<file path="src/rtl/piso_tx.sv">
// Parallel-in, serial-out transmitter for the enable-qualified serial link.
// Takes a word over valid/ready and emits one bit per clock on sd, qualified by sen and sfirst.
module piso_tx #(
  parameter int WIDTH     = 8,
  parameter int MSB_FIRST = 1,
  parameter int IDLE_GAP  = 0
) (
  input  logic             clk,
  input  logic             rst,
  input  logic             load_valid,
  output logic             load_ready,
  input  logic [WIDTH-1:0] load_data,
  output logic             sd,
  output logic             sen,
  output logic             sfirst,
  output logic             busy
);

  localparam int CW = (WIDTH > 1) ? $clog2(WIDTH) : 1;
  localparam int GW = (IDLE_GAP > 0) ? $clog2(IDLE_GAP + 1) : 1;
  localparam bit NO_GAP = (IDLE_GAP == 0);
  localparam logic [CW-1:0] CNT_LOAD = CW'(WIDTH - 1);
  localparam logic [GW-1:0] GAP_LOAD = GW'((IDLE_GAP > 0) ? IDLE_GAP - 1 : 0);

  typedef enum logic [1:0] {IDLE, SHIFT, GAP} state_t;

  state_t           state;
  logic [WIDTH-1:0] shreg;
  logic [CW-1:0]    bit_cnt;
  logic [GW-1:0]    gap_cnt;

  logic             accept;
  logic             last_bit;
  logic             load_first;
  logic [WIDTH-1:0] load_rest;
  logic             next_bit;
  logic [WIDTH-1:0] shifted;

  // The bit on the line leaves the shift register at load time, so shreg holds only what is still to send.
  assign load_first = (MSB_FIRST != 0) ? load_data[WIDTH-1] : load_data[0];
  assign load_rest  = (MSB_FIRST != 0) ? (load_data << 1) : (load_data >> 1);
  assign next_bit   = (MSB_FIRST != 0) ? shreg[WIDTH-1] : shreg[0];
  assign shifted    = (MSB_FIRST != 0) ? (shreg << 1) : (shreg >> 1);

  assign last_bit   = (state == SHIFT) && (bit_cnt == '0);
  assign load_ready = (state == IDLE) || (last_bit && NO_GAP);
  assign accept     = load_valid && load_ready;
  assign busy       = (state != IDLE);

  always_ff @(posedge clk or posedge rst) begin
    if (rst) begin
      state   <= IDLE;
      shreg   <= '0;
      bit_cnt <= '0;
      gap_cnt <= '0;
      sd      <= 1'b0;
      sen     <= 1'b0;
      sfirst  <= 1'b0;
    end else begin
      case (state)
        IDLE: begin
          if (accept) begin
            state   <= SHIFT;
            shreg   <= load_rest;
            bit_cnt <= CNT_LOAD;
            sd      <= load_first;
            sen     <= 1'b1;
            sfirst  <= 1'b1;
          end else begin
            sd     <= 1'b0;
            sen    <= 1'b0;
            sfirst <= 1'b0;
          end
        end

        SHIFT: begin
          if (bit_cnt != '0) begin
            shreg   <= shifted;
            bit_cnt <= bit_cnt - CW'(1);
            sd      <= next_bit;
            sen     <= 1'b1;
            sfirst  <= 1'b0;
          end else if (!NO_GAP) begin
            state   <= GAP;
            gap_cnt <= GAP_LOAD;
            sd      <= 1'b0;
            sen     <= 1'b0;
            sfirst  <= 1'b0;
          end else if (accept) begin
            // Streaming reload: the next word starts right after the last bit, no bubble.
            shreg   <= load_rest;
            bit_cnt <= CNT_LOAD;
            sd      <= load_first;
            sen     <= 1'b1;
            sfirst  <= 1'b1;
          end else begin
            state  <= IDLE;
            sd     <= 1'b0;
            sen    <= 1'b0;
            sfirst <= 1'b0;
          end
        end

        GAP: begin
          sd     <= 1'b0;
          sen    <= 1'b0;
          sfirst <= 1'b0;
          if (gap_cnt == '0) begin
            state <= IDLE;
          end else begin
            gap_cnt <= gap_cnt - GW'(1);
          end
        end

        default: begin
          state  <= IDLE;
          sd     <= 1'b0;
          sen    <= 1'b0;
          sfirst <= 1'b0;
        end
      endcase
    end
  end

endmodule
</file>
<file path="config.mk">
export PLATFORM = sky130hd
export DESIGN_NAME = piso_tx
export DESIGN_NICKNAME = d
export VERILOG_FILES = /design/src/rtl/piso_tx.sv
export SDC_FILE = /design/constraint.sdc
export NUM_CORES = 1
export LEC_CHECK = 0
export CAP_MARGIN = 20
export CORE_MARGIN = 1
export CORE_UTILIZATION = 47
export CTS_BUF_LIST = sky130_fd_sc_hd__clkbuf_4 sky130_fd_sc_hd__clkbuf_8 sky130_fd_sc_hd__clkbuf_16
export DETAILED_ROUTE_END_ITERATION = 16
export PLACE_DENSITY = 0.77
export SYNTH_ARGS = -nofsm -noshare
export SYNTH_HDL_FRONTEND = slang
export SYNTH_SLANG_ARGS = --single-unit
</file>
<file path="constraint.sdc">
create_clock -name clk -period 1.9 [get_ports clk]
set_input_delay 0.19 -clock clk [delete_from_list [all_inputs] [get_ports clk]]
set_output_delay 0.19 -clock clk [all_outputs]
set_load 0.005 [all_outputs]
</file>
==> results by group <==
Run status
  • Status: finished, final reports clean

CTS
  • Clock root cell: clkbuf_4
  • # clock sinks: 15
  • Max H-tree Level: 1
  • Worst skew pair latency: 0.28 ns
  • Clock transition at path regs: 0.09 ns
  • Clk buf depth: 2
  • CTS tree: yes
  • Total CTS buffers: 3

Global route
  • First-pass GRT wire length: 1.59 mm
  • Grt ovf: 0
  • Largest net degree at the start of global routing: 16
  • Tot GR Track Use: 0.151
  • Initial antenna violation count: 0
  • Vias in the first global route: 393

Timing
  • FMAX: 640 MHz
  • Max_slew headroom: 0.629
  • RSZ-0062 raised after global routing: no
  • Final setup fails: 0
  • Setup TNS: 0 ns
  • Fin crit share: 0.822
  • Skew final: 0.00382 ns
  • Slew @ Worst Pin: 0.556 ns
  • Final worst path period need: 1.56 ns
  • Final hold viol count: 0
  • Final slew viol count: 0

Placed design
  • DP Wirelength: 781 um
  • RePlAce Congestion: 0.677
  • Port bufs: 15

Finish
  • Final net count: 86
  • Post-layout util: 0.667
  • Area growth syn-to-layout: 26.6%
  • Share of layout cells above drive strength 1: 0.319
  • Diode count: 0

Worst setup path
  • Max incr delay on CP: 0.41 ns
  • Crit path buf inv count: 3
  • Crit Path Max Fanout: 14
  • Critical Path End Type: flop
  • Worst Path Arrival: 1.74 ns
  • Worst EP required: 2.07 ns
  • Crit path launch type: flop
  • Critical path cell sequence: inv_2 > ha_2 > inv_2 > o21ai_4 > buf_4 > mux2_2
  • Slowest-stage cell, CP: dfrtp_1
  • Top delay family on crit path: flip-flops
  • Most frequent CP cell: inv_2
  • Worst Setup Path Type: flop to flop

Route
  • Wire per inst: 12.2 um
  • Starting DRC count in detailed routing: 1
  • Routed Antenna Nets: 0
  • Vias: 443
  • Pre-antenna DRT Iters: 2
  • WL final: 1.06 mm
  • Drt drc: 0
  • Vias per std cell: 5.09

Pwr
  • Internal: 0.000784 W
  • Maximum vdd drop: 0.666 mV
  • Sequential share of power: 0.436
  • Net Sw Frac: 0.302
  • Clock power share: 0.176
  • Logic gate share of total power: 0.388
  • PnR Total Power: 0.00112 W
  • PD cells: 1230 nW/um2
  • Leak pwr: 0.429 nW
  • Switch Pwr: 0.000339 W

Synthesis
  • YS warnings: 0
  • Sequential-to-total area share from yosys stat: 0.522
  • Average size of a mapped cell: 13.3 um2
  • Post-synth net total: 67
  • Unique masters post-synth: 19
  • Synth Register Bits: 15
  • Netlist Area Pre-Place: 719 um2
  • Synth Instances: 54

Die
  • Die H: 41.1 um
  • Chip width: 41.1 um
  • Top Ports: 16
  • Core area: 1370 um2
  • Row count: 13
  • Die area: 1690 um2
  • Initial Util: 0.527

Min path
  • Min-delay worst type: input pin to asynchronous set/reset pin

Job
  • Max Cap Violations: 0
-- power by group through the flow --
stage	Combinational [W]	Sequential, W	Clock (W)
after floorplan	0.000322	0.000484	0
after global placement	0.000433	0.000491	0
after detailed placement	0.000443	0.000496	0
after CTS	0.000443	0.000489	0.000205
after global routing	0.000486	0.000502	0.000211
final	0.000435	0.000490	0.000198
-- metal layers --
metal,share of wire,vias up,GRT usage
met5,0,-,0
met4,0.023,0,0.0968
met1,0.45,209,0.191
met3,0.043,2,0.0326
met2,0.48,12,0.230
li1,-,220,-
-- synth_stat cells (all sizes together) --
master,n,share of area
inv,5,0.026
nor2,2,0.010
and3b,1,0.012
a311oi,1,0.012
nor4b,1,0.012
buf,3,0.038
o21ai,2,0.030
dfrtp,15,0.52
mux2,13,0.21
a211oi,1,0.010
nand2b,2,0.017
mux2i,3,0.042
nand2,2,0.010
ha,2,0.035
and2,1,0.0087
-- stage by stage --
step | hold WS, ns | instances | setup slack [ns] | instance area (um2)
6_report | 0.243 | 87 | 0.338 | 911
5_1_grt | 0.332 | 87 | 0.246 | 911
4_1_cts | 0.257 | 87 | 0.0161 | 906
3_5_place_dp | 0.476 | 83 | 0.213 | 876
3_3_place_gp | 0.470 | 83 | 0.238 | 876
2_1_floorplan | 0.0915 | 54 | 0.440 | 719
-- worst register-to-register path, cell delays in order, from the launching register on --
cell and delay [ns]:
dfrtp_1 0.41, inv_2 0.07, ha_2 0.18, inv_2 0.05, o21ai_4 0.15, buf_4 0.24
mux2_2 0.36
-- cells in the final DEF (no fill, tap or decap) --
cell type        count
a211oi_1             1
a311oi_1             1
and2_1               1
and3b_1              1
buf_4                2
clkbuf_4             4
clkdlybuf4s50_1     14
dfrtp_1             15
dlymetal6s2s_1       1
ha_1                 1
ha_2                 1
inv_1                3
inv_2                2
mux2_2              11
mux2_4               2
mux2i_1              3
nand2_1              2
nand2b_1             2
nor2_1               2
nor4b_1              1
o21ai_0              1
o21ai_4              1
-- repair_timing --
action                                  4_1_cts  5_1_grt
hold buffers                                  0        0
endpoints found under the setup margin        0        1
resized for setup                             0        3
setup buffers                                 0        0
-- cell type report --
type                    instances  area, um2
clock buffers                   4       30.0
fillers                       112        455
inverters                       5       18.8
multi-input cells              31        300
flip-flops and latches         15        375
well taps                      15       18.8
repair buffers                 17        168
-- flip-flops by register name, summed over array words and instances (netlist names) --
signal and count:
state 1, sd 1, shreg 8, bit_cnt 3
sen 1, sfirst 1
-- worst paths after layout --
kind | end | depth (start not counted) | start | slack [ns]
worst max-delay path | shreg[1] | 6 | bit_cnt[0] | 0.34
worst min-delay path | bit_cnt[1] | 2 | rst | 0.24
worst max register to register | shreg[1] | 6 | bit_cnt[0] | 0.34
worst min register to register | bit_cnt[0] | 1 | bit_cnt[0] | 0.50
max in group asynchronous | shreg[4] | 2 | rst | 1.29
min in group clk | sd | 3 | load_data[7] | 0.49
-- cell families after synthesis --
| kind of cell | share of synthesized area |
|---|---|
| fa+ha+maj | 0.0348 |
| simple gates | 0.0713 |
| flops | 0.522 |
| buf+inv | 0.0643 |
| compound gates | 0.0522 |
| mux | 0.256 |
No activity file was read; power rests on OpenSTA's default activity.
